--- config.mk ---
export PLATFORM = sky130hd
export DESIGN_NAME = mcu_shared_ram_arb
export DESIGN_NICKNAME = d
export VERILOG_FILES = /design/src/rtl/mcu_shared_ram_arb.sv
export SDC_FILE = /design/constraint.sdc
export NUM_CORES = 1
export LEC_CHECK = 0
export ABC_AREA = 1
export BUFFER_PORTS_ARGS = -buffer_cell sky130_fd_sc_hd__buf_2
export CORE_UTILIZATION = 40
export DETAILED_ROUTE_END_ITERATION = 16
export MAX_ROUTING_LAYER = met4
export SETUP_SLACK_MARGIN = 0.3
export SLEW_MARGIN = 40
export SYNTH_ARGS = -nofsm -noshare
export SYNTH_HDL_FRONTEND = slang
export SYNTH_SLANG_ARGS = --single-unit
--- constraint.sdc ---
create_clock -name CLK_32M -period 2.6 [get_ports CLK_32M]
set_input_delay 0.13 -clock CLK_32M [delete_from_list [all_inputs] [get_ports CLK_32M]]
set_output_delay 0.13 -clock CLK_32M [all_outputs]
set_load 0.05 [all_outputs]
--- src/rtl/mcu_shared_ram_arb.sv ---
// Shared 4 KB RAM arbiter between the main CPU bus and the 8051 MCU external-RAM
// window; serialises both sides onto one RAM port and raises mailbox interrupts.
module mcu_shared_ram_arb #(
    parameter logic [11:0] MBOX_MCU = 12'hFFF,
    parameter logic [11:0] MBOX_CPU = 12'hFFE
) (
    input  logic        CLK_32M,
    input  logic        reset,
    input  logic        mcu_cs,
    input  logic        mcu_we,
    input  logic [11:0] mcu_addr,
    input  logic [7:0]  mcu_wdata,
    output logic [7:0]  mcu_rdata,
    output logic        mcu_int,
    output logic        mcu_overrun,
    input  logic        cpu_req,
    input  logic        cpu_we,
    input  logic [11:0] cpu_addr,
    input  logic [7:0]  cpu_wdata,
    output logic [7:0]  cpu_rdata,
    output logic        cpu_ack,
    output logic        cpu_int,
    output logic [11:0] ram_addr,
    output logic        ram_we,
    output logic [7:0]  ram_wdata,
    input  logic [7:0]  ram_rdata
);
    localparam int unsigned AW = 12;
    localparam int unsigned DW = 8;

    typedef struct packed {
        logic          we;
        logic [AW-1:0] addr;
        logic [DW-1:0] wdata;
    } req_t;

    typedef enum logic [2:0] {
        S_IDLE   = 3'd0,
        S_M_ADDR = 3'd1,
        S_M_DATA = 3'd2,
        S_C_ADDR = 3'd3,
        S_C_DATA = 3'd4
    } state_t;

    typedef enum logic {
        G_CPU = 1'b0,
        G_MCU = 1'b1
    } grant_t;

    state_t        state_q, state_d;
    grant_t        last_q, last_d;
    logic          pend_q, pend_d;
    req_t          mreq_q, mreq_d;
    logic          overrun_q, overrun_d;
    logic          cur_we_q, cur_we_d;
    logic [AW-1:0] ram_addr_q, ram_addr_d;
    logic          ram_we_q, ram_we_d;
    logic [DW-1:0] ram_wdata_q, ram_wdata_d;
    logic [DW-1:0] mcu_rdata_q, mcu_rdata_d;
    logic [DW-1:0] cpu_rdata_q, cpu_rdata_d;
    logic          cpu_ack_q, cpu_ack_d;
    logic          mcu_int_q, mcu_int_d;
    logic          cpu_int_q, cpu_int_d;

    req_t mcu_live;
    req_t mcu_src;
    logic mcu_want, cpu_want, eval_grant, grant_m, grant_c;

    // State and output registers
    always_ff @(posedge CLK_32M) begin
        if (reset) begin
            state_q     <= S_IDLE;
            last_q      <= G_CPU;
            pend_q      <= 1'b0;
            mreq_q      <= '0;
            overrun_q   <= 1'b0;
            cur_we_q    <= 1'b0;
            ram_addr_q  <= '0;
            ram_we_q    <= 1'b0;
            ram_wdata_q <= '0;
            mcu_rdata_q <= '0;
            cpu_rdata_q <= '0;
            cpu_ack_q   <= 1'b0;
            mcu_int_q   <= 1'b0;
            cpu_int_q   <= 1'b0;
        end else begin
            state_q     <= state_d;
            last_q      <= last_d;
            pend_q      <= pend_d;
            mreq_q      <= mreq_d;
            overrun_q   <= overrun_d;
            cur_we_q    <= cur_we_d;
            ram_addr_q  <= ram_addr_d;
            ram_we_q    <= ram_we_d;
            ram_wdata_q <= ram_wdata_d;
            mcu_rdata_q <= mcu_rdata_d;
            cpu_rdata_q <= cpu_rdata_d;
            cpu_ack_q   <= cpu_ack_d;
            mcu_int_q   <= mcu_int_d;
            cpu_int_q   <= cpu_int_d;
        end
    end

    // Grant, MCU capture, RAM port sequencing and mailbox flags
    always_comb begin
        state_d     = state_q;
        last_d      = last_q;
        pend_d      = pend_q;
        mreq_d      = mreq_q;
        overrun_d   = overrun_q;
        cur_we_d    = cur_we_q;
        ram_addr_d  = ram_addr_q;
        ram_we_d    = 1'b0;
        ram_wdata_d = ram_wdata_q;
        mcu_rdata_d = mcu_rdata_q;
        cpu_rdata_d = cpu_rdata_q;
        cpu_ack_d   = 1'b0;
        mcu_int_d   = mcu_int_q;
        cpu_int_d   = cpu_int_q;
        grant_m     = 1'b0;
        grant_c     = 1'b0;

        mcu_live = '{we: mcu_we, addr: mcu_addr, wdata: mcu_wdata};
        mcu_src  = pend_q ? mreq_q : mcu_live;
        mcu_want = pend_q | mcu_cs;
        // cpu_req is still held for the access being finished in C_DATA
        cpu_want   = cpu_req & (state_q != S_C_DATA);
        eval_grant = (state_q == S_IDLE) || (state_q == S_M_DATA) || (state_q == S_C_DATA);

        if (eval_grant) begin
            if (mcu_want && cpu_want) begin
                if (last_q == G_CPU) grant_m = 1'b1;
                else                 grant_c = 1'b1;
            end else if (mcu_want) begin
                grant_m = 1'b1;
            end else if (cpu_want) begin
                grant_c = 1'b1;
            end
        end

        if (grant_m) begin
            pend_d = pend_q & mcu_cs;
            if (pend_q && mcu_cs) mreq_d = mcu_live;
        end else if (mcu_cs) begin
            if (pend_q) begin
                overrun_d = 1'b1;
            end else begin
                pend_d = 1'b1;
                mreq_d = mcu_live;
            end
        end

        case (state_q)
            S_M_ADDR: state_d = S_M_DATA;
            S_C_ADDR: state_d = S_C_DATA;
            default:  state_d = grant_m ? S_M_ADDR : (grant_c ? S_C_ADDR : S_IDLE);
        endcase

        if (grant_m) begin
            last_d      = G_MCU;
            cur_we_d    = mcu_src.we;
            ram_addr_d  = mcu_src.addr;
            ram_we_d    = mcu_src.we;
            ram_wdata_d = mcu_src.wdata;
        end else if (grant_c) begin
            last_d      = G_CPU;
            cur_we_d    = cpu_we;
            ram_addr_d  = cpu_addr;
            ram_we_d    = cpu_we;
            ram_wdata_d = cpu_wdata;
        end

        // ram_addr_q still holds the finishing access's address in X_DATA
        if (state_q == S_M_DATA) begin
            if (!cur_we_q) mcu_rdata_d = ram_rdata;
            if (cur_we_q && (ram_addr_q == MBOX_CPU))  cpu_int_d = 1'b1;
            if (!cur_we_q && (ram_addr_q == MBOX_MCU)) mcu_int_d = 1'b0;
        end
        if (state_q == S_C_DATA) begin
            cpu_ack_d = 1'b1;
            if (!cur_we_q) cpu_rdata_d = ram_rdata;
            if (cur_we_q && (ram_addr_q == MBOX_MCU))  mcu_int_d = 1'b1;
            if (!cur_we_q && (ram_addr_q == MBOX_CPU)) cpu_int_d = 1'b0;
        end
    end

    assign mcu_rdata   = mcu_rdata_q;
    assign mcu_int     = mcu_int_q;
    assign mcu_overrun = overrun_q;
    assign cpu_rdata   = cpu_rdata_q;
    assign cpu_ack     = cpu_ack_q;
    assign cpu_int     = cpu_int_q;
    assign ram_addr    = ram_addr_q;
    assign ram_we      = ram_we_q;
    assign ram_wdata   = ram_wdata_q;

endmodule

Word-level counts from Yosys, hierarchy flattened
Index checks and enable logic that the tools add are counted.
{ "word_totals": {"output_inout_bits": 41, "word_cells": 82, "ff_bits": 68, "input_bits": 54} }
{ "classes": {"bitwise_logic": 5, "eq_ne": 8, "n_reduce_logical": 16, "mux": 37} }
{ "op_table": {"columns": ["operator", "n"], "rows": [
  ["$mux W21", 4],
  ["$mux W1", 26],
  ["$eq A12 B12 Y1 const B", 2],
  ["$mux W12", 2],
  ["$mux W8", 2],
  ["$eq A3 B2 Y1 const B", 2],
  ["$logic_and A1 B1 Y1", 6],
  ["$pmux W3 S2", 1],
  ["$reduce_and A2 Y1", 3],
  ["$mux W2", 2],
  ["$reduce_bool A2 Y1", 2],
  ["$eq A3 B1 Y1 const B", 1],
  ["$eq A3 B3 Y1 const B", 1],
  ["$logic_not A3 Y1", 1],
  ["$ne A3 B3 Y1 const B", 1],
  ["$reduce_and A3 Y1", 1],
  ["$and A1 B1 Y1", 2],
  ["$logic_or A1 B1 Y1", 2],
  ["$ne A2 B1 Y1 const B", 1],
  ["$not A1 Y1", 2],
  ["$logic_not A1 Y1", 1],
  ["$or A1 B1 Y1", 1]
]} }

Logic depth before layout (Yosys ltp)
Gate-level depths: netlist of run 1.
{ "logic_depth": {"ltp_word": 9, "depth_mapped": 10, "depth_no_buf": 8} }

Worst setup path after synthesis of run 1
Ideal clock, no wire load.
{ "synth_path": {"path_type": "register to register", "startpoint": "register ram_addr_q[6] (netlist: ram_addr[6])", "endpoint": "register mcu_int_q (netlist: mcu_int)", "stages_incl_launch_ff": 6, "path_buffers": 0, "arrival_ps": 1179, "period_less_slack_ps": 1311, "setup_slack_ps": 1289, "required_time_ps": 2468, "setup_ps": 132, "path_cell_list": "dfxtp_1 > nand2_1 > nor2_1 > nand3_1 > o21ai_0 > a21oi_1"} }
{ "synth_via": {"elab_chain_cells": 6, "elab_cells_between_ends": 7, "cone_classes": "eq/ne: 1; mux: 4; reduce/logical: 2"} }
{ "synth_rtl": {"columns": ["item", "line", "source"], "rows": [
  ["start: declaration", "56", "logic [AW-1:0] ram_addr_q, ram_addr_d;"],
  ["start signal: assignment", "93", "ram_addr_q <= ram_addr_d;"],
  ["$eq A12 B12 Y1 *", "177, 182", null],
  ["$logic_and A1 B1 Y1", "177", "if (!cur_we_q && (ram_addr_q == MBOX_MCU)) mcu_int_d = 1'b0;"],
  ["$mux W1", "177", null],
  ["$mux W1", "174", "if (state_q == S_M_DATA) begin"],
  ["$mux W1", "182", "if (cur_we_q && (ram_addr_q == MBOX_MCU)) mcu_int_d = 1'b1;"],
  ["$mux W1 *", "179", "if (state_q == S_C_DATA) begin"],
  ["end signal: assignment", "99", "mcu_int_q <= mcu_int_d;"],
  ["end: declaration", "62", "logic mcu_int_q, mcu_int_d;"]
]} }
Every way passes the cells marked *; elsewhere a longest branch is shown, timed or not.
A chain may end at the register's enable or synchronous reset.

Worst setup path in the final report of run 1
{ "layout_path": {"startpoint": "register state_q[0]", "endpoint": "register ram_wdata_q[1] (netlist: ram_wdata[1])"} }
{ "layout_via": {"elab_chain_cells": 7, "elab_cells_between_ends": 16, "cone_classes": "eq/ne: 3; mux: 7; bitwise: 1; reduce/logical: 5"} }
{ "layout_rtl": {"columns": ["item", "line", "source"], "rows": [
  ["start: declaration", "50", "state_t state_q, state_d;"],
  ["start signal: assignment", "87", "state_q <= state_d;"],
  ["$ne A3 B3 Y1", "127", "cpu_want = cpu_req & (state_q != S_C_DATA);"],
  ["$and A1 B1 Y1", "127", null],
  ["$mux W1", "136", "end else if (cpu_want) begin"],
  ["$mux W1", "134", "end else if (mcu_want) begin"],
  ["$mux W1", "131", "if (mcu_want && cpu_want) begin"],
  ["$mux W1", "130", "if (eval_grant) begin"],
  ["$reduce_bool A2 Y1 (no source line)", null, null],
  ["end signal: assignment", "95", "ram_wdata_q <= ram_wdata_d;"],
  ["end: declaration", "58", "logic [DW-1:0] ram_wdata_q, ram_wdata_d;"]
]} }
Parallel ways exist; a longest one is shown, timed or not.

==> results of run 1 <==
## layout make-up
type	count	area share [%]
Inverter	71	6.398
Sequential cell	68	32.68
Tap cell	105	3.154
Clock inverter	7	2.403
Timing Repair Buffer	100	12.38
Multi-Input combinational cell	383	40.01
Clock buffer	9	2.974
## sequential cells by signal, summed over array words and instances, names as in the netlist
register and cells:
cpu_int 1, ram_wdata 8, mreq_q 21, state_q 3
ram_addr 12, mcu_overrun 1, cur_we_q 1, mcu_int 1
cpu_ack 1, ram_we 1, pend_q 1, last_q 1
cpu_rdata 8, mcu_rdata 8
## critical path, stage by stage (launching register included)
cell and delay [ps]:
dfxtp_1 360, inv_2 60, nand3_2 140, nand2_2 180
nand2_4 510, nand2_1 110, nor2_1 230, nand2_1 100
nand2_1 70
## worst paths after layout
path                            slack (ps)           end  depth (start not counted)          from
worst max-delay path                   780  ram_wdata[1]                          8    state_q[0]
worst min-delay path                    30  cpu_rdata[0]                          3  ram_rdata[0]
worst max register to register         780  ram_wdata[1]                          8    state_q[0]
worst min register to register         460  ram_wdata[0]                          2  ram_wdata[0]
## layer usage
metal,routed length (um),track usage [%],vias up
met1,4469,29.17,1560
met4,135,8.712,0
met2,4069,33.69,88
met3,489,3.462,12
met5,0,-,-
li1,-,-,1886
## Yosys cell counts (all sizes together)
master	instances
nand2	159
nor2	77
inv	70
dfxtp	68
nand3	68
o21ai	51
a21oi	23
buf	22
clkbuf	8
nand4	2
a31oi	1
clkinv	1
nor3	1
nor4	1
## cells by family after synthesis
logic type	Yosys count
AO/OA/AOI/OAI	75
buffers and inverters	101
AND/OR/NAND/NOR	308
flip-flops	68
## power groups by stage
stage / registers, mW / logic, mW / clock network, mW
after floorplan: 1.45 / 0.543 / 0
after global placement: 1.26 / 0.920 / 0
after detailed placement: 1.27 / 0.936 / 0
after CTS: 1.24 / 0.940 / 1.01
after global routing: 1.26 / 1.06 / 1.05
final: 1.24 / 0.938 / 0.988
## stage by stage
step	hold slack (ps)	instances	setup slack [ps]	cell area (sq um)	total power [mW]
floorplan	264.9	552	1289	3456	1.994
global placement	386.5	727	914.7	3941	2.182
detailed placement	384.3	727	838.2	3941	2.202
CTS	19.62	743	818.6	4165	3.190
global route	37.12	743	536.1	4165	3.364
finish	30.25	743	784.5	4165	3.168
==> results.py, run 1 <==
metrics = {
    "clock_tree": {
        "cts_tree": "yes",
        "ctsHoldBuffers": 0,
        "path_clk_slew_ps": 90,
        "clock_latency_ps": 350,
        "htree_levels": 3,
        "cts-buffers-inserted": 9,
        "postCtsSetupBuffers": 0,
        "cts_resized": 0,
        "clockBufferDepth": 2,
        "clock_sinks": 68,
        "clock-root-buffer": "clkbuf_8",
    },
    "worst_hold_path": {
        "hp-class": "in2reg",
    },
    "finish": {
        "post-route-util_pct": 50.19,
        "nets": 687,
        "antenna_cells": 0,
        "mostFrequentLayoutCells": "nand2_1 (154), buf_2 (94), nor2_1 (74)",
        "syn2layout_area_growth_pct": 20.53,
        "final_common_cell": "nand2_1",
        "nFillCells": 885,
        "multiInputGateArea_sq_mm": 0.001667,
        "drive_gt1_share_pct": 19.91,
        "seqCellArea_sq_mm": 0.001361,
    },
    "floorplan": {
        "start_util_pct": 41.64,
        "fp.dieH_um": 94.95,
        "ios": 95,
        "die_area_sq_mm": 0.009016,
        "design.core.area_sq_mm": 0.008299,
        "fp.dieW_um": 94.95,
        "row_count": 33,
    },
    "global_route": {
        "antenna_found_initial": 0,
        "grt_use_total_pct": 22.09,
        "grt_max_degree": 64,
        "grt_pass1_vias": 3176,
        "overflow": 0,
        "grt_pass1_wl_um": 14940,
    },
    "sta": {
        "worst_slew_pin_slew_ps": 724.4,
        "fin_crit_sh_pct": 69.83,
        "setup_tns_ps": 0,
        "period_needed_ps": 1815,
        "finClkSkew_ps": 10.59,
        "rsz0062_at_grt": "no",
        "hold_viol_final": 0,
        "maxSlewHeadroom_pct": 51.59,
        "setup_viol": 0,
        "fmax_mhz": 550.8,
        "drv_slew": 0,
    },
    "logic_synthesis": {
        "synthTopCellsByArea": "dfxtp_1 (39%), nand2_1 (17%), nand3_1 (9.7%)",
        "syn_inst": 552,
        "synth_mux_area_share_pct": 0,
        "synth_compound_area_share_pct": 10.90,
        "syn_nets": 606,
        "synth_xor_area_share_pct": 0,
        "synthSimpleGateAreaFrac_pct": 37.33,
        "synth_area_sq_mm": 0.003456,
        "synth_cell_type_count": 23,
        "synth_seq_area_share_pct": 39.39,
        "synth_top_family_by_area": "simple AND/OR/NAND/NOR gates",
        "netlist.area_leader.share_pct": 39.39,
        "avgSynthCellArea_sq_um": 6.261,
        "ys_ff_latch": 68,
        "yosys_warnings": 0,
        "synth_fa_ha_area_share_pct": 0,
        "synth_top_cell_by_area": "dfxtp_1",
    },
    "pwr": {
        "power_density_mw_per_mm2": 760.6,
        "combPwrFrac_pct": 29.6,
        "vdd.ir_drop.worst_mv": 0.2743,
        "sw_frac_of_total_pct": 37.80,
        "pwr-share-clk_pct": 31.2,
        "power_frac_seq_pct": 39.2,
        "p_switching_mw": 1.198,
        "leakage_nw": 2.155,
        "power.internal_mw": 1.970,
    },
    "routing": {
        "vias": 3546,
        "wirelength_um": 9163,
        "drtIter0Drc": 153,
        "routed_via_density": 4.773,
        "firstDrtPassIters": 4,
        "wl_per_cell_um": 12.33,
        "ant_nets": 0,
        "drcViolationCount": 0,
    },
    "flow_run": {
        "cap_violations": 0,
    },
    "placed_design": {
        "gp_congestion": 0.7792,
        "dpl.hpwl_um": 6489,
        "numPortBuffers": 94,
    },
    "worst_setup_path": {
        "start_kind": "register",
        "path_class": "reg2reg",
        "cp-end-kind": "register",
        "worst_ep_required_time_ps": 2900,
        "crit_fanout": 63,
        "worstPathArrival_ps": 2120,
    },
    "outcome": {
        "status": "finished clean",
    },
}
Power figures use the tool's default switching activity.
==> run 2: changes to the inputs <==
==> constraint.sdc (replaced) <==
create_clock -name CLK_32M -period 1.9 [get_ports CLK_32M]
set_input_delay 0.095 -clock CLK_32M [delete_from_list [all_inputs] [get_ports CLK_32M]]
set_output_delay 0.095 -clock CLK_32M [all_outputs]
set_load 0.05 [all_outputs]
==> results.py, run 2 (synthesis gave the netlist of run 1 again) <==
metrics = {
    "outcome": {
        "status": "finished clean",
    },
    "sta": {
        "fin_crit_sh_pct": 75.51,
        "setup_viol": 0,
        "worst_slew_pin_slew_ps": 438.3,
        "maxSlewHeadroom_pct": 70.78,
        "rsz0062_at_grt": "no",
        "fmax_mhz": 697.0,
        "setup_slack_ps": 465.3,
        "hold_viol_final": 0,
        "setup_tns_ps": 0,
        "period_needed_ps": 1435,
        "hold_ws_ps": 3.639,
        "finClkSkew_ps": 11.20,
        "drv_slew": 0,
    },
    "global_route": {
        "grt_max_degree": 44,
        "grt_use_total_pct": 21.83,
        "antenna_found_initial": 0,
        "overflow": 0,
        "grt_pass1_wl_um": 14670,
        "grt_pass1_vias": 3194,
    },
    "finish": {
        "nets": 700,
        "drive_gt1_share_pct": 21.04,
        "final_common_cell": "nand2_1",
        "antenna_cells": 0,
        "post-route-util_pct": 52.27,
        "syn2layout_area_growth_pct": 25.52,
        "largest_register_ffs": 21,
        "largest_register": "mreq_q",
        "mostFrequentLayoutCells": "nand2_1 (153), buf_2 (94), nor2_1 (74)",
    },
    "worst_setup_path": {
        "worst_ep_required_time_ps": 2180,
        "cp-end-kind": "register",
        "start_kind": "register",
        "crit_fanout": 43,
        "path_class": "reg2reg",
        "worstPathArrival_ps": 1710,
    },
    "floorplan": {
        "fp.dieW_um": 94.95,
        "fp.dieH_um": 94.95,
        "start_util_pct": 41.64,
        "die_area_sq_mm": 0.009016,
        "ios": 95,
        "design.core.area_sq_mm": 0.008299,
        "row_count": 33,
    },
    "routing": {
        "vias": 3582,
        "drcViolationCount": 0,
        "drtIter0Drc": 137,
        "wirelength_um": 9153,
        "routed_via_density": 4.738,
        "wl_per_cell_um": 12.11,
        "ant_nets": 0,
        "firstDrtPassIters": 5,
    },
    "clock_tree": {
        "cts_tree": "yes",
        "clock-root-buffer": "clkbuf_8",
        "clockBufferDepth": 2,
        "clock_latency_ps": 340,
        "htree_levels": 3,
        "path_clk_slew_ps": 80,
        "clock_sinks": 68,
        "cts-buffers-inserted": 9,
    },
    "pwr": {
        "power_density_mw_per_mm2": 1042,
        "vdd.ir_drop.worst_mv": 0.3952,
        "power_mw": 4.518,
        "leakage_nw": 2.237,
    },
    "placed_design": {
        "pre_cts_slack_ps": 238.4,
        "gp_congestion": 0.8058,
        "numPortBuffers": 94,
        "dpl.hpwl_um": 6613,
    },
    "worst_hold_path": {
        "hp-class": "in2reg",
    },
    "flow_run": {
        "cap_violations": 0,
    },
}
-- run 2: cell types whose count changed in the layout (fill, tap and decap cells not counted), moves of 2 or more --
cell / before / now
buf_4: 6 / 13
clkinvlp_4: 3 / 0
dlygate4sd3_1: 0 / 5
nand2_8: 0 / 2
-- run 2: what timing repair did --
action | CTS | global route
pin swaps | 0 | 2
endpoints found under the setup margin | 13 | 28
resized for setup | 3 | 4
hold buffers | 5 | 0
endpoints found under the hold margin | 5 | 0
buffers inserted | 0 | 2
-- run 2: final timing paths --
kind                startpoint            to  slack [ps]  depth (start not counted)
hold / removal    ram_rdata[1]  cpu_rdata[1]           4                          3
hold reg to reg   ram_wdata[1]  ram_wdata[1]         460                          2
setup / recovery    state_q[0]    mreq_q[14]         470                          9
setup reg to reg    state_q[0]    mreq_q[14]         470                          9
-- run 2: final cells by class --
type,instances,area [sq um]
sequential,68,1363
timing repair buffer,113,638.1
multi-input combinational,383,1699
clock buffer,10,127.6
clock inverter,6,112.6
tap,105,131.4
fill,847,3961
inverter,71,266.5
-- run 2: power breakdown --
group          switching, mW  total (mW)  internal, mW  leakage (nW)
combinational          0.939        1.36         0.418          1.56
clock                  0.586        1.46         0.875         0.120
sequential             0.112        1.70          1.59         0.558
total                   1.64        4.52          2.88          2.24
-- run 2: per-layer routing --
layer | vias to the layer above | GRT usage, % | part of all wire (%)
li1 | 1914 | - | -
met5 | - | - | 0
met4 | 0 | 7.955 | 1.8
met3 | 14 | 3.623 | 5.2
met2 | 95 | 35.43 | 46
met1 | 1559 | 27.17 | 47
-- run 2: metrics by stage --
stage	cells	instance area [sq um]
4_1_cts	754	4312
3_3_place_gp	733	3999
2_1_floorplan	552	3456
5_1_grt	756	4338
6_report	756	4338
3_5_place_dp	733	3999
-- run 2: worst max-delay path, cell delays in order, from the launching register on --
cell     delay, ps
dfxtp_1        360
inv_2           70
nand3_4        120
nand2_4        100
buf_4          150
nand2_2        100
nand2_8        180
nand2_1        110
nand2_1         50
nor2_1         130
==> run 3: changes to the inputs <==
==> constraint.sdc (replaced) <==
create_clock -name CLK_32M -period 1.4 [get_ports CLK_32M]
set_input_delay 0.07 -clock CLK_32M [delete_from_list [all_inputs] [get_ports CLK_32M]]
set_output_delay 0.07 -clock CLK_32M [all_outputs]
set_load 0.05 [all_outputs]
==> results.py, run 3 (synthesis gave the netlist of run 1 again) <==
metrics = {
    "pwr": {
        "leakage_nw": 2.397,
        "power_mw": 6.163,
        "vdd.ir_drop.worst_mv": 0.5533,
        "power_density_mw_per_mm2": 1288,
    },
    "placed_design": {
        "pre_cts_slack_ps": -3.829,
        "place_area_sq_mm": 0.004154,
        "numPortBuffers": 94,
        "dpl.hpwl_um": 6629,
        "placedCellCount": 741,
        "gp_congestion": 0.8433,
    },
    "worst_setup_path": {
        "startpoint": "state_q[0]",
        "path_class": "reg2reg",
        "rr_endpoint": "cpu_int",
        "crit_fanout": 5,
        "r2r_cells": 9,
        "start_kind": "register",
        "r2r-start": "state_q[0]",
        "r2r_setup_slack_ps": 100,
        "critPathCapture": "cpu_int",
        "cp-end-kind": "register",
        "worstPathArrival_ps": 1600,
        "worst_ep_required_time_ps": 1690,
    },
    "routing": {
        "routed_via_density": 4.857,
        "vias": 3779,
        "firstDrtPassIters": 4,
        "wl_per_cell_um": 12.89,
        "drtIter0Drc": 108,
        "drcViolationCount": 0,
        "wirelength_um": 10030,
        "ant_nets": 0,
    },
    "sta": {
        "period_needed_ps": 1304,
        "drv_slew": 0,
        "worst_slew_pin_slew_ps": 390.9,
        "maxSlewHeadroom_pct": 73.66,
        "rsz0062_at_grt": "yes",
        "setup_slack_ps": 95.58,
        "hold_viol_final": 0,
        "fin_crit_sh_pct": 93.17,
        "fmax_mhz": 766.6,
        "setup_viol": 0,
        "hold_ws_ps": 30.49,
        "finClkSkew_ps": 7.335,
    },
    "clock_tree": {
        "cts-buffers-inserted": 9,
        "path_clk_slew_ps": 80,
        "clock_latency_ps": 350,
        "clockBufferDepth": 2,
        "clock-root-buffer": "clkbuf_8",
        "clock_sinks": 68,
        "htree_levels": 3,
        "cts_tree": "yes",
    },
    "outcome": {
        "status": "finished clean",
    },
    "global_route": {
        "antenna_found_initial": 0,
        "grt_use_total_pct": 24.13,
        "grt_max_degree": 43,
        "overflow": 0,
        "grt_pass1_vias": 3395,
        "grt_pass1_wl_um": 15930,
    },
    "finish": {
        "largest_register": "mreq_q",
        "nFillCells": 819,
        "antenna_cells": 0,
        "largest_register_ffs": 21,
        "stdcell_count": 778,
        "nets": 722,
        "mostFrequentLayoutCells": "nand2_1 (140), buf_2 (89), nor2_1 (68)",
        "fin_area_sq_mm": 0.004783,
        "final_common_cell": "nand2_1",
        "syn2layout_area_growth_pct": 38.41,
        "drive_gt1_share_pct": 31.80,
    },
    "flow_run": {
        "cap_violations": 0,
    },
    "floorplan": {
        "die_area_sq_mm": 0.009016,
        "fp.dieH_um": 94.95,
        "ios": 95,
        "row_count": 33,
        "fp.dieW_um": 94.95,
        "design.core.area_sq_mm": 0.008299,
        "start_util_pct": 41.64,
    },
    "worst_hold_path": {
        "hp-class": "in2reg",
    },
}
run 3: cell types whose count changed in the layout (fill, tap and decap cells not counted), moves of 6 or more:
cell / change
o21ai_0: -24
dfxtp_1: -16
o21ai_1: +15
dfxtp_2: +14
nand2_1: -13
nand2_2: +10
o21ai_2: +9
a21oi_1: -8
a21oi_2: +8
buf_6: +7
nor2_1: -6
run 3: per-layer routing:
metal	track usage, %	up-vias	wire [um]
li1	-	1960	-
met2	39.09	106	4801
met3	4.509	11	515
met4	9.091	0	144
met5	-	-	0
met1	29.72	1702	4567
run 3: area by class of cell:
cell class                 count  area, sq um  area share, %
clock buffer                   9        123.9          2.590
clock inverter                 7        76.32          1.596
inverter                      71        271.5          5.676
multi-input combinational    385         1883          39.37
sequential                    68         1388          29.01
tap                          105        131.4          2.747
timing repair buffer         133        909.6          19.02
run 3: worst min-delay path by stage:
stage / slack (ps) / start / to / cells past startpoint
after CTS: 20 / cpu_addr[5] / ram_addr[5] / 5
after global routing: 30 / cpu_wdata[1] / ram_wdata[1] / 5
after global placement: 320 / ram_rdata[2] / cpu_rdata[2] / 3
after detailed placement: 330 / ram_rdata[6] / cpu_rdata[6] / 3
final: 30 / cpu_addr[5] / ram_addr[5] / 5
after floorplan: 200 / ram_rdata[0] / cpu_rdata[0] / 2
run 3: what timing repair did:
item | 4_1_cts | 5_1_grt
hold buffers | 8 | 0
setup buffers | 3 | 5
setup endpoints to repair | 67 | 69
resized for setup | 28 | 67
endpoints found under the hold margin | 15 | 0
cloned | 3 | 2
pin swaps | 4 | 15
run 3: critical path, cell delays in order (launching register included):
cell and delay (ps):
dfxtp_2 340, inv_2 90, nand2_2 80, buf_4 150
nor2_4 190, buf_6 150, nand2_1 50, nor2_1 90
nor2_1 50, nor2_1 80
run 3: report_power, final:
| group | total (mW) | leakage, nW | internal (mW) | switching (mW) |
|---|---|---|---|---|
| Sequential | 2.33 | 0.564 | 2.17 | 0.160 |
| Combinational | 2.18 | 1.74 | 0.764 | 1.42 |
| Clock | 1.65 | 0.0958 | 0.831 | 0.821 |
run 3: metrics by stage:
stage	util, %	TNS (ps)
global placement	50.05	-3.614
finish	57.64	0
global route	57.64	-16.87
detailed placement	50.05	-3.829
CTS	54.95	0
floorplan	-	0
